===== config.mk =====
export PLATFORM = sky130hd
export DESIGN_NAME = ghost_chase_sequencer
export DESIGN_NICKNAME = d
export VERILOG_FILES = /design/src/rtl/ghost_chase_sequencer.sv
export SDC_FILE = /design/constraint.sdc
export NUM_CORES = 1
export LEC_CHECK = 0
export CELL_PAD_IN_SITES_DETAIL_PLACEMENT = 0
export CELL_PAD_IN_SITES_GLOBAL_PLACEMENT = 1
export CORE_ASPECT_RATIO = 1.25
export CORE_UTILIZATION = 46
export CTS_BUF_LIST = sky130_fd_sc_hd__clkbuf_8 sky130_fd_sc_hd__clkbuf_16
export CTS_CLUSTER_DIAMETER = 60
export DETAILED_ROUTE_END_ITERATION = 7
export PLACE_DENSITY_LB_ADDON = 0.08
export SLEW_MARGIN = 20
export SYNTH_ARGS = -nofsm -noshare
export SYNTH_HDL_FRONTEND = slang
export SYNTH_SLANG_ARGS = --single-unit

===== constraint.sdc =====
create_clock -name clock_50 -period 6.8 [get_ports clock_50]
set_clock_uncertainty 0.15 [all_clocks]
set_input_delay 1.02 -clock clock_50 [delete_from_list [all_inputs] [get_ports clock_50]]
set_output_delay 1.02 -clock clock_50 [all_outputs]
set_load 0.02 [all_outputs]

===== src/rtl/ghost_chase_sequencer.sv =====
// Ghost movement sequencer: once per move_tick it reads Pacman, then reads, steps and
// writes back each enabled ghost through the character coordinate register file.
//
// state  | meaning
// IDLE   | waiting for move_tick
// RD_PAC | address Pacman (type 0) for read
// WT_PAC | latch Pacman position, pick first enabled ghost
// RD_G   | address ghost k for read
// WT_G   | latch ghost position
// CALC   | compute stepped position
// WR_G   | one-cycle write of ghost k, record catch
// ADV    | select next enabled ghost
// DONE   | pulse sweep_done / caught, publish caught_mask
module ghost_chase_sequencer #(
  parameter int STEP  = 1,
  parameter int MIN_X = 0,
  parameter int MAX_X = 159,
  parameter int MIN_Y = 0,
  parameter int MAX_Y = 119
) (
  input  logic       clock_50,
  input  logic       reset_n,
  input  logic       move_tick,
  input  logic [3:0] ghost_enable,
  input  logic [7:0] rd_x,
  input  logic [7:0] rd_y,
  output logic [2:0] character_type,
  output logic       readwrite,
  output logic [7:0] x_in,
  output logic [7:0] y_in,
  output logic       busy,
  output logic       sweep_done,
  output logic       caught,
  output logic [3:0] caught_mask
);

  typedef enum logic [3:0] {
    IDLE, RD_PAC, WT_PAC, RD_G, WT_G, CALC, WR_G, ADV, DONE
  } state_t;

  state_t      state, state_nx;
  logic [2:0]  k, k_nx;
  logic [2:0]  type_nx;
  logic        rw_nx, busy_nx, done_nx;
  logic [7:0]  px, py, gx, gy;
  logic [3:0]  hit_mask;
  logic [1:0]  gidx;

  logic signed [8:0] dx, dy;
  logic [8:0]        adx, ady, sx, sy;
  int                nx_i, ny_i;
  logic [7:0]        nx, ny;

  // lowest enabled ghost with index above cur; 0 when none remain
  function automatic logic [2:0] next_ghost(input logic [3:0] en, input logic [2:0] cur);
    next_ghost = 3'd0;
    for (int i = 4; i >= 1; i--) begin
      if (en[2'(i - 1)] && (i > int'(cur))) next_ghost = 3'(i);
    end
  endfunction

  always_comb begin
    state_nx = state;
    k_nx     = k;
    case (state)
      IDLE:    if (move_tick) state_nx = RD_PAC;
      RD_PAC:  state_nx = WT_PAC;
      WT_PAC: begin
        k_nx     = next_ghost(ghost_enable, 3'd0);
        state_nx = (k_nx == 3'd0) ? DONE : RD_G;
      end
      RD_G:    state_nx = WT_G;
      WT_G:    state_nx = CALC;
      CALC:    state_nx = WR_G;
      WR_G:    state_nx = ADV;
      ADV: begin
        k_nx     = next_ghost(ghost_enable, k);
        state_nx = (k_nx == 3'd0) ? DONE : RD_G;
      end
      DONE:    state_nx = IDLE;
      default: state_nx = IDLE;
    endcase

    type_nx = 3'd0;
    if (state_nx == RD_G || state_nx == WT_G || state_nx == CALC || state_nx == WR_G)
      type_nx = k_nx;
    rw_nx   = (state_nx == WR_G);
    busy_nx = (state_nx != IDLE);
    done_nx = (state_nx == DONE);
  end

  // move one step along the dominant axis (x wins ties), never past Pacman
  always_comb begin
    dx   = $signed({1'b0, px}) - $signed({1'b0, gx});
    dy   = $signed({1'b0, py}) - $signed({1'b0, gy});
    adx  = dx[8] ? 9'(-dx) : 9'(dx);
    ady  = dy[8] ? 9'(-dy) : 9'(dy);
    sx   = (adx < 9'(STEP)) ? adx : 9'(STEP);
    sy   = (ady < 9'(STEP)) ? ady : 9'(STEP);
    nx_i = int'(gx);
    ny_i = int'(gy);
    if (adx >= ady && dx != 9'sd0)
      nx_i = dx[8] ? nx_i - int'(sx) : nx_i + int'(sx);
    else if (dy != 9'sd0)
      ny_i = dy[8] ? ny_i - int'(sy) : ny_i + int'(sy);
    if (nx_i < MIN_X) nx_i = MIN_X;
    else if (nx_i > MAX_X) nx_i = MAX_X;
    if (ny_i < MIN_Y) ny_i = MIN_Y;
    else if (ny_i > MAX_Y) ny_i = MAX_Y;
    nx   = 8'(nx_i);
    ny   = 8'(ny_i);
    gidx = 2'(k - 3'd1);
  end

  always_ff @(posedge clock_50 or negedge reset_n) begin
    if (!reset_n) begin
      state          <= IDLE;
      k              <= 3'd0;
      character_type <= 3'd0;
      readwrite      <= 1'b0;
      busy           <= 1'b0;
      sweep_done     <= 1'b0;
      caught         <= 1'b0;
      caught_mask    <= 4'd0;
    end else begin
      state          <= state_nx;
      k              <= k_nx;
      character_type <= type_nx;
      readwrite      <= rw_nx;
      busy           <= busy_nx;
      sweep_done     <= done_nx;
      caught         <= done_nx && (|hit_mask);
      if (done_nx) caught_mask <= hit_mask;
    end
  end

  always_ff @(posedge clock_50 or negedge reset_n) begin
    if (!reset_n) begin
      px       <= 8'd0;
      py       <= 8'd0;
      gx       <= 8'd0;
      gy       <= 8'd0;
      x_in     <= 8'd0;
      y_in     <= 8'd0;
      hit_mask <= 4'd0;
    end else begin
      case (state)
        RD_PAC: hit_mask <= 4'd0;
        WT_PAC: begin
          px <= rd_x;
          py <= rd_y;
        end
        WT_G: begin
          gx <= rd_x;
          gy <= rd_y;
        end
        CALC: begin
          x_in <= nx;
          y_in <= ny;
        end
        WR_G: if (x_in == px && y_in == py) hit_mask[gidx] <= 1'b1;
        default: ;
      endcase
    end
  end

endmodule

* Word level (Yosys, flattened, before mapping)
Index checks and enable logic that the tools add are counted.
** Cells by class
- Multiplexer cells :: 29
- Reductions and logical operators :: 18
- Add/subtract/negate cells :: 9
- Eq/ne operators :: 15
- Magnitude comparators :: 11
- Bitwise operators :: 1
** Operators by type and width (number)
- 32-bit two-way mux :: 5
- 32-bit by 1-bit < comparator with 1-bit output (second input constant) :: 2
- 9-bit two-way mux :: 4
- 32-bit by 8-bit greater-than comparator with 1-bit output (second input constant) :: 1
- 32-bit by 9-bit greater-than comparator with 1-bit output (second input constant) :: 1
- 8-bit two-way mux :: 4
- 4-bit one-hot mux with 8 select lines :: 1
- 4-bit by 3-bit equality test with 1-bit output (second input constant) :: 7
- 8-bit by 9-bit adder with 10-bit output :: 2
- 8-bit by 9-bit subtractor with 10-bit output :: 2
- 9-bit by 1-bit < comparator with 1-bit output (second input constant) :: 2
- 3-bit two-way mux :: 6
- 9-bit negator :: 2
- 9-bit nonzero test :: 2
- 8-bit by 8-bit subtractor with 9-bit output :: 2
- 8-bit equality test :: 2
- 4-bit two-way mux :: 4
- 4-bit by 2-bit equality test with 1-bit output (second input constant) :: 3
- 9-bit >= comparator :: 1
- 4-bit one-hot mux with 2 select lines :: 1
- 1-bit logical AND :: 6
- 3-bit zero test :: 2
- 3-bit one-hot mux with 2 select lines :: 1
- 4-bit by 1-bit equality test with 1-bit output (second input constant) :: 1
- other kinds (17) :: 19
** Word-level totals
- Logic and storage cells :: 98
- Output and inout bits :: 27
- Input port bits :: 23
- Register bits :: 70

* Logic depth before layout (Yosys ltp)
- Depth after elaboration :: 13
- Mapped depth :: 25
- Gate-level depth less buffers :: 24

* Least setup slack after synthesis
No wires, ideal clock.
- Path kind :: register to register
- From :: register px[0]
- To :: register x_in[0]
- Setup slack :: 1246 ps
- Data required time :: 6532 ps
- Setup time :: 118 ps
- Path buffers :: 1
- Period minus slack after synthesis :: 5554 ps
- Cell stages (with the launch flop) :: 24
- Data arrival time :: 5286 ps
- Cells stage by stage :: dfrtp_1 -> inv_1 -> ha_1 -> inv_1 -> fa_1 -> a211oi_2 -> o21ai_0 -> a31oi_1 -> clkbuf_1 -> o21ai_0 -> xnor2_1 -> or4_1 -> a2111o_1 -> ha_1 -> nor2b_1 -> o21a_1 -> or2_2 -> a211o_1 -> o22ai_1 -> xnor2_1 -> a21oi_1 -> o21ai_1 -> a41oi_1 -> a21o_1
** Between the ends
- Word-level cells in the longest chain between the ends :: 11
- Elaborated cells on any way between the ends :: 16
** Ends and longest elaborated chain
- start, declared :: RTL line 45 : logic [7:0] px, py, gx, gy;
- start signal, assigned :: RTL line 150 : px <= rd_x;
- 8-bit by 8-bit subtractor with 9-bit output (*) :: RTL line 94 : dx = $signed({1'b0, px}) - $signed({1'b0, gx});
- 9-bit negator :: RTL line 96 : adx = dx[8] ? 9'(-dx) : 9'(dx);
- 9-bit two-way mux :: RTL line 96
- 9-bit by 1-bit < comparator with 1-bit output :: RTL line 98 : sx = (adx < 9'(STEP)) ? adx : 9'(STEP);
- 9-bit two-way mux :: RTL line 98
- 8-bit by 9-bit adder with 10-bit output or 8-bit by 9-bit subtractor with 10-bit output (tied branches) :: RTL line 103 : nx_i = dx[8] ? nx_i - int'(sx) : nx_i + int'(sx);
- 32-bit two-way mux :: RTL line 103
- 32-bit two-way mux (*) :: RTL line 102 : if (adx >= ady && dx != 9'sd0)
- 32-bit by 9-bit greater-than comparator with 1-bit output :: RTL line 107 : else if (nx_i > MAX_X) nx_i = MAX_X;
- 8-bit two-way mux :: RTL line 107
- 8-bit two-way mux (*) :: RTL line 106 : if (nx_i < MIN_X) nx_i = MIN_X;
- end signal, assigned :: RTL line 158 : x_in <= nx;
- end, declared :: RTL line 29 : output logic [7:0] x_in,
Mark *: on every way between the ends. The rest lies on a longest branch, timed or not.
A chain may end at the register's enable or synchronous reset.

* Worst setup path after layout
- From :: register px[0]
- To :: register x_in[1]
Same word-level chain as after synthesis.

==> out/metrics.cfg <==
[outcome]
status=complete, no violations

[cells_and_area]
drive_gt1_share_pct=8.56
fin_nets=806
diodes=0
n_fill_cell=1182
layout_commonest_cell=dfrtp_1
mostFrequentLayoutCells=dfrtp_1 (70), nand2_1 (61), ha_1 (58), o21ai_0 (51), clkdlybuf4s50_1 (46)
multi_input_area_mm2=0.00391
finalInstanceArea_mm2=0.00685
area_growth_pct=18.5
ff_latch_area_mm2=0.00175
layout.cells.non_filler=888

[logic_synthesis]
ys.flop_type=dfrtp_1
yosys.area.top_type=dfrtp_1
synth_warnings=0
syn_inst=643
ys_ff_latch=70
synthXorXnorAreaFrac_pct=7.43
synth_area_mm2=0.00578
synth_top_area_share_pct=30.3
async_flop_share_pct=100
synth_fa_ha_area_share_pct=14.8
synth_simple_gate_area_share_pct=16.5
synth_edf_count=0
syn_area_per_cell_um2=8.98
synth_compound_area_share_pct=21.7
synth_area_leaders=dfrtp_1 (30%), ha_1 (13%), xnor2_1 (5.0%), o21ai_0 (4.4%), nand2_1 (4.0%)
synthMuxAreaShare_pct=4.89
yosysSeqAreaShare_pct=30.3
ys_types=70
synth_top_family_by_area=compound AO/OA/AOI/OAI gates

[cts]
cts_setup_buffers=0
clkLatencyLatePin_ns=0.33
cts_buffers=9
cts-resized-gates=0
cts_tree=done
path_clk_slew_ns=0.06
cts_sinks=70
cts-root-buf=clkbuf_16
clock_path_buffers=2
postCtsHoldBufs=0
cts-htree-levels=3

[global_route]
gr-total-overflow=0
grt_pass1_vias=4814
grt_usage_pct=23.6
grt_max_degree=71
top_usage_layer=met2
use_met1_pct=29.4
antenna_found_initial=0
grt.met2_usage_pct=42.5
grt_pass1_wl_um=23900
use_met3_pct=3.61

[placement]
place_area_mm2=0.00654
gp_congestion=0.824
dp_hpwl_um=11500
place_ws_ns=0.796
numPortBuffers=47
dp_cells=872

[routing]
wl_per_cell_um=16.5
drt-pass1-iter-count=4
ant_nets=0
drc=0
drt-vias-per-instance=5.53
finalWirelength_um=14600
vias=4913
drt_iter0_drc=197

[worst_setup_path]
reg2regPathDepth=22
path_cells=inv_1 -> ha_1 -> inv_1 -> fa_1 -> a211oi_2 -> o21ai_0 -> a31oi_1 -> o21ai_0 -> xnor2_1 -> or4_1 -> a2111o_1 -> ha_1 -> fa_1 -> a21oi_1 -> o21a_1 -> o31a_1 -> nor3_1 -> o31ai_1 -> o211ai_1 -> o21ai_1 -> a41oi_1 -> a21o_1
slowest_delay_ns=0.52
cp_slowest_cell=or4_1
critPathBufInv=2
end_kind=flop
worstSetupStartpointType=flop
crit_cells=22
required_ns=6.86
criticalPathCategory=flop to flop
crit_family=compound AO/OA/AOI/OAI gates
path_max_fanout=7
cp.arrival_ns=6.13

[sta]
rsz0062_at_grt=false
tns_ns=0
slew_headroom_pct=41.9
setup_violations=0
slew_viol_final=0
worst_pin_slew_ns=0.871
layout_setup_ws_ns=0.731
max_freq_ghz=0.165
final_hold_viol_count=0
min_period_ns=6.07
period_share_pct=89.3

[min_path]
hp-class=flop to flop
whs_path_depth=1

[die]
dieArea_mm2=0.0130
die_x_um=102
core_area_mm2=0.0122
start_util_pct=47.3
num_rows=45
io_pins=50
die_h_um=127

[flow_run]
maxCapViolCount=0

-- worst paths after layout --
kind	slack, ns	start	endpoint
worst min-delay path	0.36	caught_mask[0]$_DFFE_PN0P_	caught_mask[0]$_DFFE_PN0P_
max in group asynchronous	5.28	reset_n	gy[1]$_DFFE_PN0P_
min in group asynchronous	0.64	reset_n	gy[7]$_DFFE_PN0P_
worst max register to register	0.73	px[0]$_DFFE_PN0P_	x_in[1]$_DFFE_PN0P_
worst min register to register	0.36	caught_mask[0]$_DFFE_PN0P_	caught_mask[0]$_DFFE_PN0P_
worst max-delay path	0.73	px[0]$_DFFE_PN0P_	x_in[1]$_DFFE_PN0P_
-- cell families (layout without fill, tap and decap cells) --
kind of cell	after synthesis	after routing
adders and majority gates	65	65
other	2	32
muxes	26	26
xor gates and xnor gates	49	49
buffers and inverters	62	113
AOI/OAI and AO/OA	176	176
and+or+nand+nor	193	193
DFF	70	70
-- cell type report --
type | instances | area share, %
sequential | 70 | 25.6
multi-input combinational | 541 | 57.1
clock buffer | 10 | 3.49
tap | 164 | 3.00
clock inverter | 6 | 1.01
timing repair buffer | 52 | 7.38
inverter | 45 | 2.47
-- synth_stat cells (14+ instances only) --
cell type,count
dfrtp_1,70
nand2_1,61
ha_1,58
o21ai_0,51
inv_1,45
nor2_1,41
xnor2_1,33
a21oi_1,32
mux2_2,18
xor2_1,16
clkbuf_1,15
nor3_1,14
-- per-layer routing --
metal / part of all wire, % / up-vias
met5: 0 / -
met4: 1.0 / 0
met3: 3.3 / 12
met2: 52 / 84
met1: 43 / 2387
li1: - / 2430
-- worst reg2reg max path, cell delays in order (launching register included) --
cell and delay [ns]:
dfrtp_1 0.40, inv_1 0.09, ha_1 0.24, inv_1 0.07
fa_1 0.42, a211oi_2 0.28, o21ai_0 0.16, a31oi_1 0.39
o21ai_0 0.19, xnor2_1 0.18, or4_1 0.52, a2111o_1 0.48
ha_1 0.26, fa_1 0.40, a21oi_1 0.17, o21a_1 0.17
o31a_1 0.15, nor3_1 0.05, o31ai_1 0.22, o211ai_1 0.13
o21ai_1 0.44, a41oi_1 0.19, a21o_1 0.20
-- per-stage QoR --
stage	hold slack (ns)	utilization, %
6_report	0.358	56.0
3_3_place_gp	0.343	53.5
3_5_place_dp	0.350	53.5
2_1_floorplan	0.331	-
4_1_cts	0.364	56.0
5_1_grt	0.378	56.0
-- registers in the layout, summed over array words and instances (netlist names), 3 cells and up --
| signal | flops |
|---|---|
| gx | 8 |
| gy | 8 |
| px | 8 |
| py | 8 |
| x_in | 8 |
| y_in | 8 |
| caught_mask | 4 |
| hit_mask | 4 |
| state | 4 |
| character_type | 3 |
| k | 3 |
Power is left out: the tool's default activity adds up to more than one toggle a clock period on the data nets, which glitch-free logic cannot reach.
